**config.mk**
```make
export PLATFORM = sky130hd
export DESIGN_NAME = mem_access_unit
export DESIGN_NICKNAME = d
export VERILOG_FILES = /design/src/rtl/mem_pkg.sv /design/src/rtl/lsu_align.sv /design/src/rtl/mem_access_unit.sv
export SDC_FILE = /design/constraint.sdc
export NUM_CORES = 1
export LEC_CHECK = 0
export CAP_MARGIN = 20
export CORE_ASPECT_RATIO = 1.75
export CORE_UTILIZATION = 49
export CTS_BUF_LIST = sky130_fd_sc_hd__clkbuf_2 sky130_fd_sc_hd__clkbuf_4 sky130_fd_sc_hd__clkbuf_8
export CTS_CLUSTER_DIAMETER = 120
export CTS_CLUSTER_SIZE = 25
export DETAILED_ROUTE_END_ITERATION = 16
export PLACE_DENSITY = 0.95
export REMOVE_ABC_BUFFERS = 1
export SLEW_MARGIN = 20
export SYNTH_ARGS = -nofsm -noshare
export SYNTH_HDL_FRONTEND = slang
export SYNTH_SLANG_ARGS = --single-unit
```
**constraint.sdc**
```tcl
create_clock -name clk -period 6.3 [get_ports clk]
set_clock_uncertainty 0.1 [all_clocks]
set_input_delay 1.26 -clock clk [delete_from_list [all_inputs] [get_ports clk]]
set_output_delay 1.26 -clock clk [all_outputs]
set_load 0.01 [all_outputs]
```
**src/rtl/mem_pkg.sv**
```systemverilog
// Shared definitions for the MEM-stage load/store unit: RV32 funct3
// width/sign encodings, the access FSM state type and funct3 legality helpers.
package mem_pkg;

  localparam logic [2:0] F3_B  = 3'b000;
  localparam logic [2:0] F3_H  = 3'b001;
  localparam logic [2:0] F3_W  = 3'b010;
  localparam logic [2:0] F3_BU = 3'b100;
  localparam logic [2:0] F3_HU = 3'b101;

  typedef enum logic [1:0] {
    IDLE    = 2'd0,
    RD_WAIT = 2'd1,
    WR_WAIT = 2'd2,
    DONE    = 2'd3
  } state_t;

  function automatic logic load_f3_legal(input logic [2:0] f3);
    return (f3 == F3_B) || (f3 == F3_H) || (f3 == F3_W) ||
           (f3 == F3_BU) || (f3 == F3_HU);
  endfunction

  // Stores have no unsigned variants.
  function automatic logic store_f3_legal(input logic [2:0] f3);
    return (f3 == F3_B) || (f3 == F3_H) || (f3 == F3_W);
  endfunction

endpackage

```
**src/rtl/lsu_align.sv**
```systemverilog
// Combinational lane steering for the load/store unit.
//  funct3, off      : access width/sign and byte offset within the word
//  store_data       : rs2 value to be placed on the write lanes
//  rdata            : raw memory word for load extraction
//  byteen, wdata    : store byte enables and lane-replicated store data
//  load_ext         : sign/zero-extended load result
//  misaligned       : halfword on odd address or word not on 4-byte boundary
module lsu_align
  import mem_pkg::*;
(
  input  logic [2:0]  funct3,
  input  logic [1:0]  off,
  input  logic [31:0] store_data,
  input  logic [31:0] rdata,
  output logic [3:0]  byteen,
  output logic [31:0] wdata,
  output logic [31:0] load_ext,
  output logic        misaligned
);

  logic [7:0]  rbyte;
  logic [15:0] rhalf;

  always_comb begin
    rbyte = rdata[7:0];
    case (off)
      2'd1:    rbyte = rdata[15:8];
      2'd2:    rbyte = rdata[23:16];
      2'd3:    rbyte = rdata[31:24];
      default: rbyte = rdata[7:0];
    endcase
    rhalf = off[1] ? rdata[31:16] : rdata[15:0];
  end

  always_comb begin
    byteen     = 4'b0000;
    wdata      = store_data;
    load_ext   = rdata;
    misaligned = 1'b0;
    case (funct3)
      F3_B, F3_BU: begin
        byteen   = 4'b0001 << off;
        wdata    = {4{store_data[7:0]}};
        load_ext = (funct3 == F3_B) ? {{24{rbyte[7]}}, rbyte} : {24'h0, rbyte};
      end
      F3_H, F3_HU: begin
        byteen     = off[1] ? 4'b1100 : 4'b0011;
        wdata      = {2{store_data[15:0]}};
        load_ext   = (funct3 == F3_H) ? {{16{rhalf[15]}}, rhalf} : {16'h0, rhalf};
        misaligned = off[0];
      end
      F3_W: begin
        byteen     = 4'b1111;
        wdata      = store_data;
        load_ext   = rdata;
        misaligned = |off;
      end
      default: ;
    endcase
  end

endmodule

```
**src/rtl/mem_access_unit.sv**
```systemverilog
// MEM-stage load/store engine. Takes one load or store from the EX/MEM
// register, drives a multicycle word memory over a req/ack handshake and
// stalls the pipeline (busywait) until the access completes.
//  clk, reset            : clock, synchronous active-high reset
//  mem_read/mem_write    : load/store request
//  funct3, addr          : width/sign and byte address
//  store_data            : store value (rs2)
//  busywait              : combinational stall to the pipeline
//  load_data             : extended load result, held until next load
//  access_fault          : one-cycle pulse (misaligned/illegal/timeout)
//  dmem_*                : registered memory request, rdata/ack returned
module mem_access_unit
  import mem_pkg::*;
#(
  parameter int unsigned TIMEOUT_CYCLES = 255
) (
  input  logic        clk,
  input  logic        reset,
  input  logic        mem_read,
  input  logic        mem_write,
  input  logic [2:0]  funct3,
  input  logic [31:0] addr,
  input  logic [31:0] store_data,
  output logic        busywait,
  output logic [31:0] load_data,
  output logic        access_fault,
  output logic        dmem_read,
  output logic        dmem_write,
  output logic [29:0] dmem_addr,
  output logic [31:0] dmem_wdata,
  output logic [3:0]  dmem_byteen,
  input  logic [31:0] dmem_rdata,
  input  logic        dmem_ack
);

  state_t      state, state_nxt;
  logic [7:0]  cnt, cnt_inc;
  logic [2:0]  f3_q;
  logic [1:0]  off_q;
  logic [2:0]  f3_sel;
  logic [1:0]  off_sel;
  logic [3:0]  al_byteen;
  logic [31:0] al_wdata, al_load;
  logic        al_misaligned;
  logic        req_rd, req_wr, any_req, bad, go, timeout;
  logic        busy, fault;

  // In IDLE the aligner works on the live request; while waiting it works on
  // the latched width/offset so the returning word is extracted correctly.
  assign f3_sel  = (state == IDLE) ? funct3    : f3_q;
  assign off_sel = (state == IDLE) ? addr[1:0] : off_q;

  lsu_align u_align (
    .funct3     (f3_sel),
    .off        (off_sel),
    .store_data (store_data),
    .rdata      (dmem_rdata),
    .byteen     (al_byteen),
    .wdata      (al_wdata),
    .load_ext   (al_load),
    .misaligned (al_misaligned)
  );

  assign any_req = mem_read | mem_write;
  assign req_rd  = mem_read & ~mem_write;
  assign req_wr  = mem_write & ~mem_read;
  assign bad     = (mem_read & mem_write)
                 | (req_rd & ~load_f3_legal(funct3))
                 | (req_wr & ~store_f3_legal(funct3))
                 | (any_req & al_misaligned);
  assign go      = (req_rd | req_wr) & ~bad;

  assign cnt_inc = (cnt == 8'hFF) ? cnt : cnt + 8'd1;
  assign timeout = (cnt_inc == 8'(TIMEOUT_CYCLES));

  always_comb begin
    state_nxt = state;
    busy      = 1'b0;
    fault     = 1'b0;
    case (state)
      IDLE: begin
        if (go) begin
          busy      = 1'b1;
          state_nxt = req_rd ? RD_WAIT : WR_WAIT;
        end else if (any_req) begin
          fault = 1'b1;
        end
      end
      RD_WAIT, WR_WAIT: begin
        busy = 1'b1;
        if (dmem_ack) begin
          state_nxt = DONE;
        end else if (timeout) begin
          fault     = 1'b1;
          state_nxt = DONE;
        end
      end
      DONE:    state_nxt = IDLE;
      default: state_nxt = IDLE;
    endcase
  end

  // Combinational outputs are forced low while reset is held.
  assign busywait     = busy & ~reset;
  assign access_fault = fault & ~reset;

  always_ff @(posedge clk) begin
    if (reset) begin
      state       <= IDLE;
      cnt         <= 8'h0;
      f3_q        <= 3'h0;
      off_q       <= 2'h0;
      load_data   <= 32'h0;
      dmem_read   <= 1'b0;
      dmem_write  <= 1'b0;
      dmem_addr   <= 30'h0;
      dmem_wdata  <= 32'h0;
      dmem_byteen <= 4'h0;
    end else begin
      state <= state_nxt;
      case (state)
        IDLE: begin
          cnt <= 8'h0;
          if (go) begin
            f3_q        <= funct3;
            off_q       <= addr[1:0];
            dmem_addr   <= addr[31:2];
            dmem_read   <= req_rd;
            dmem_write  <= req_wr;
            dmem_wdata  <= req_wr ? al_wdata  : 32'h0;
            dmem_byteen <= req_wr ? al_byteen : 4'h0;
          end
        end
        RD_WAIT, WR_WAIT: begin
          cnt <= cnt_inc;
          if (dmem_ack || timeout) begin
            dmem_read  <= 1'b0;
            dmem_write <= 1'b0;
          end
          if (state == RD_WAIT && dmem_ack)
            load_data <= al_load;
        end
        default: cnt <= 8'h0;
      endcase
    end
  end

endmodule

```
Yosys cells after proc, flatten, opt, wreduce, memory -nomap -nowiden --
Cells that the tools add are included.
Cells by class: equal/unequal tests 19, mux-type cells 31, shift operators 1, bitwise gates (word level) 21, add/subtract/negate cells 1, reduce and logical (&&, ||, !) cells 19
Operators with widths (count):
- $pmux W32 S2 | 2
- $mux W32 | 3
- $pmux W8 S3 | 1
- $eq A8 B8 Y1 const B | 2
- $mux W16 | 1
- $eq A3 B3 Y1 const B | 4
- $pmux W4 S3 | 1
- $mux W2 | 5
- $pmux W1 S2 | 5
- $reduce_or A2 Y1 | 5
- $and A1 B1 Y1 | 9
- $add A8 B1 Y8 const B | 1
- $eq A2 B2 Y1 const B | 4
- $mux W1 | 8
- $mux W4 | 2
- $mux W8 | 1
- $not A1 Y1 | 7
- $eq A3 B1 Y1 const B | 2
- $eq A3 B2 Y1 const B | 2
- $logic_not A3 Y1 | 2
- $pmux W2 S3 | 1
- $reduce_and A2 Y1 | 3
- $logic_or A1 B1 Y1 | 5
- $or A1 B1 Y1 | 5
- 9 further kinds | 11
Word-level totals: bits of input ports 104, output and inout bits 102, register bits 115, word-level logic and storage cells 102

Depth between registers and ports, before layout --
word-level depth 15, depth in mapped cells 12, gate-level depth less buffers 8

Cells and area by module --
A second synthesis with hierarchy kept.
Second synthesis, totals: cells, all modules 748, area, all modules 5769.3 µm²
Modules (own cells, without submodules):
- mem_access_unit | area each 4538.1 µm², cells an instance 569, times used 1, sequential area each 2302.2 µm²
- lsu_align | area each 1231.2 µm², cells an instance 179, times used 1, sequential area each 0.0 µm²

Worst setup path after synthesis --
OpenSTA, ideal clock, no wires.
kind input-to-output, start input mem_read, end output busywait, path buffers 3, arrival 2.915 ns, slack 2.025 ns, stages 11, required time 4.940 ns, path through inv_1 ha_1 clkbuf_1 a21oi_1 o21ai_0 a211oi_2 and2_1 buf_4 buf_2 nor2_1 nor3_1
On the way: longest elaborated chain between the ends 10, elaborated cells on any way between the ends 17, classes of those cells 2 x mux; 15 x bitwise
Ends and longest elaborated chain:
- start, declared | line mem_access_unit.sv:19 | input logic mem_read,
- $and A1 B1 Y1 / $not A1 Y1 (equally long branches) | line mem_access_unit.sv:65, mem_access_unit.sv:66
- $and A1 B1 Y1 (on tied branches) | line mem_access_unit.sv:68, mem_access_unit.sv:66
- $or A1 B1 Y1 / $and A1 B1 Y1 (equally long branches) | line mem_access_unit.sv:68, mem_access_unit.sv:69
- $or A1 B1 Y1 | line mem_access_unit.sv:69 | | (req_wr & ~store_f3_legal(funct3))
- $or A1 B1 Y1 | line mem_access_unit.sv:70 | | (any_req & al_misaligned);
- $not A1 Y1 | line mem_access_unit.sv:71 | assign go = (req_rd | req_wr) & ~bad;
- $and A1 B1 Y1 (*) | line mem_access_unit.sv:71
- $mux W1 (*) | line mem_access_unit.sv:82 | if (go) begin
- $pmux W1 S2 (*) | line mem_access_unit.sv:80 | case (state)
- $and A1 B1 Y1 (*) | line mem_access_unit.sv:104 | assign busywait = busy & ~reset;
- end, declared | line mem_access_unit.sv:24 | output logic busywait,
Every way passes the cells marked *; elsewhere a longest branch is shown, timed or not.

Final worst setup path --
start input funct3[0], end output access_fault
On the way: longest elaborated chain between the ends 15, elaborated cells on any way between the ends 28, classes of those cells 7 x eq/ne; 4 x mux; 11 x bitwise; 6 x reduce/logical
Ends and longest elaborated chain:
- start, declared | line mem_access_unit.sv:21 | input logic [2:0] funct3,
- $eq A3 B1 Y1 / $logic_not A3 Y1 (equally long branches) | line mem_pkg.sv:19, mem_pkg.sv:25
- $logic_or A1 B1 Y1 (2 in series) | line mem_pkg.sv:19, mem_pkg.sv:25
- $logic_or A1 B1 Y1 | line mem_pkg.sv:19 | return (f3 == F3_B) || (f3 == F3_H) || (f3 == F3_W) ||
- $logic_or A1 B1 Y1 | line mem_pkg.sv:20 | (f3 == F3_BU) || (f3 == F3_HU);
- $not A1 Y1 | line mem_access_unit.sv:68 | | (req_rd & ~load_f3_legal(funct3))
- $and A1 B1 Y1 | line mem_access_unit.sv:68
- $or A1 B1 Y1 | line mem_access_unit.sv:68
- $or A1 B1 Y1 | line mem_access_unit.sv:69
- $or A1 B1 Y1 (*) | line mem_access_unit.sv:70
- $not A1 Y1 (*) | line mem_access_unit.sv:71
- $and A1 B1 Y1 (*) | line mem_access_unit.sv:71
- $mux W1 (*) | line mem_access_unit.sv:82
- $pmux W1 S2 (*) | line mem_access_unit.sv:80
- $and A1 B1 Y1 (*) | line mem_access_unit.sv:105 | assign access_fault = fault & ~reset;
- end, declared | line mem_access_unit.sv:26 | output logic access_fault,
Marks and branches as above.

==> flow_summary.toml <==
[yosys]
synth_ff_type = "dfxtp_1"
synth_seq_cells = 115
synth.area.mux_share = 0.0419
ys_seq_area_frac = 0.438
ys_top_cells_by_area = "dfxtp_1 (44%), nand2_1 (14%), a21oi_1 (11%)"
synth_compound_area_frac = 0.226
netlist_area_um2 = 5260
synth_cell_types = 47
synth_top_area_cell = "dfxtp_1"
yosysMostFrequentCell = "nand2_1"
synthArstFlopShare = 0
synth.top_cell.area_share = 0.438
synth_top_family_by_area = "compound AO/OA/AOI/OAI gates"
postSynthCellCount = 683
ys.warnings.count = 0
synth.avg_cell_area_um2 = 7.70
synth_xor_area_frac = 0.00500
synth_edf_count = 0
synth_adder_area_share = 0.0190
synth-simple-area-share = 0.216
synthTopCellsByCount = "nand2_1 (192), dfxtp_1 (115), a21oi_1 (111)"

[placed_design]
place_ws_ns = 0.960
port-buffer-count = 205
place.gp.congestion = 0.851
dpl.hpwl_mm = 11.2
place_area_um2 = 7280

[drt]
wirelength_mm = 16.7
drtPass1Iterations = 5
wl_met1_mm = 6.02
drc_errors = 0
wire_per_inst_um = 16.7
via_per_inst = 5.71
wl_met3_mm = 1.26
vias = 5722
antenna_left = 0
wl_met2_mm = 8.73
dr.first_iter.drc_count = 445
dr.max_layer_used = "met4"

[timing]
drv_slew = 0
max_freq_mhz = 186
tightest_slew_ns = 0.895
tns_ns = 0
hold_violations = 0
period_needed_ns = 5.38
worst_slack_ns = 0.917
slew_headroom = 0.399
period_share = 0.855
finalSetupViolCount = 0
rsz0062_at_grt = "false"

[pwr]
power_mw = 2.68
leakage_nw = 2.77
power.density_nw_per_um2 = 347
peakVddDrop_mv = 0.222

[clocking]
clk_latency_ns = 0.43
post_cts_resize_count = 0
cts_setup_buffers = 0
cts_tree = "done"
h-tree-depth = 4
clk_pin_slew_ns = 0.07
clock-root-buffer = "clkbuf_8"
cts_buffer_depth = 2
postCtsHoldBufs = 0
numCtsBuffers = 17
cts.sinks = 115

[floorplanning]
die_y_um = 139
die_area_um2 = 11200
pin_count = 206
die_w_um = 80.3
num_rows = 49
core_um2 = 10400
initial_core_util = 0.507

[worst_setup_path]
criticalPathCategory = "in -> out"
cp_max_fo = 11
slowest_delay_ns = 0.58
end_kind = "output pin"
startpoint_type = "input port"
cpMostUsedCell = "clkdlybuf4s50_1"
crit_chain = "clkdlybuf4s50_1 > mux2_2 > nor3_2 > a211oi_2 > nor2b_1 > a22oi_1 > nor3_1 > clkdlybuf4s50_1"
cp.required_ns = 4.94
cp_slowest_cell = "clkdlybuf4s50_1"
cp.arrival_ns = 4.02

[status]
status = "finished clean"

[hold_path]
hold_class = "reg -> reg"

[global_route]
grt_max_degree = 81
grt_overflow = 0
grt_pass1_wl_mm = 25.8
track_usage = 0.298
grt_antenna_before_repair = 1
grt_pass1_vias = 5363

[layout]
syn_to_final_growth_pct = 46.7
final_area_um2 = 7710
finalNetCount = 973
fill_cells = 717
drive_gt1_frac = 0.0744
utilization = 0.744

[flow_run]
drv_cap = 0
## state kept, by name, indices dropped and copies added (netlist names)
signal,count
dmem_wdata,32
load_data,32
dmem_addr,30
cnt,8
dmem_byteen,4
f3_q,3
off_q,2
state,2
dmem_read,1
dmem_write,1
## stage by stage
step	instances	hold WS, ns
4_1_cts	1001	0.353
3_3_place_gp	969	0.337
6_report	1002	0.350
3_5_place_dp	969	0.342
2_1_floorplan	628	0.328
5_1_grt	1002	0.367
## placed cells by master, fill, tap and decap left out, types with 9 or more instances in the layout
cell type / instances
clkdlybuf4s50_1: 204
nand2_1: 191
dfxtp_1: 115
a21oi_1: 111
o21ai_0: 33
nand3_1: 31
nor2_1: 21
clkbuf_8: 18
mux2_2: 12
a211oi_1: 10
a22oi_1: 9
buf_4: 9
## routing by layer
layer / vias to the layer above / GRT usage
met2: 310 / 0.527
met4: 0 / 0.173
met5: - / 0
li1: 2733 / -
met1: 2629 / 0.307
met3: 50 / 0.0803
## where the power goes
group / switching [mW] / leakage, nW / internal [mW]
Combinational: 0.622 / 1.62 / 0.450
Clock: 0.327 / 0.212 / 0.407
Sequential: 0.0548 / 0.934 / 0.819
## worst max-delay path: cells and delay by family
family / cells / cell delay (ns)
buf+inv: 2 / 1.07
compound gates: 2 / 0.32
mux: 1 / 0.42
simple gates: 3 / 0.96
## logic make-up after synthesis
kind of cell / Yosys count
and+or+nand+nor: 273
AOI/OAI and AO/OA: 203
DFF: 115
buffers and inverters: 63
muxes: 18
adders and majority gates: 8
xor gates and xnor gates: 3
## area by class of cell
class	instances	area, um^2	share of cell area
repair buffers	214	2110	0.274
well taps	127	159	0.0206
clock buffers	18	248	0.0321
multi-input cells	505	2680	0.347
diodes	1	2.50	0.000325
inverters	8	30.0	0.00389
clock inverters	14	179	0.0232
flip-flops and latches	115	2300	0.299
## final timing paths
check,cells past startpoint,from,slack (ns),endpoint
worst min register to register,2,dmem_byteen[0],0.35,dmem_byteen[0]
worst max register to register,9,state[0],2.55,dmem_addr[7]
worst min-delay path,2,dmem_byteen[0],0.35,dmem_byteen[0]
worst max-delay path,8,funct3[0],0.92,access_fault
(Power assumes the default switching activity.)
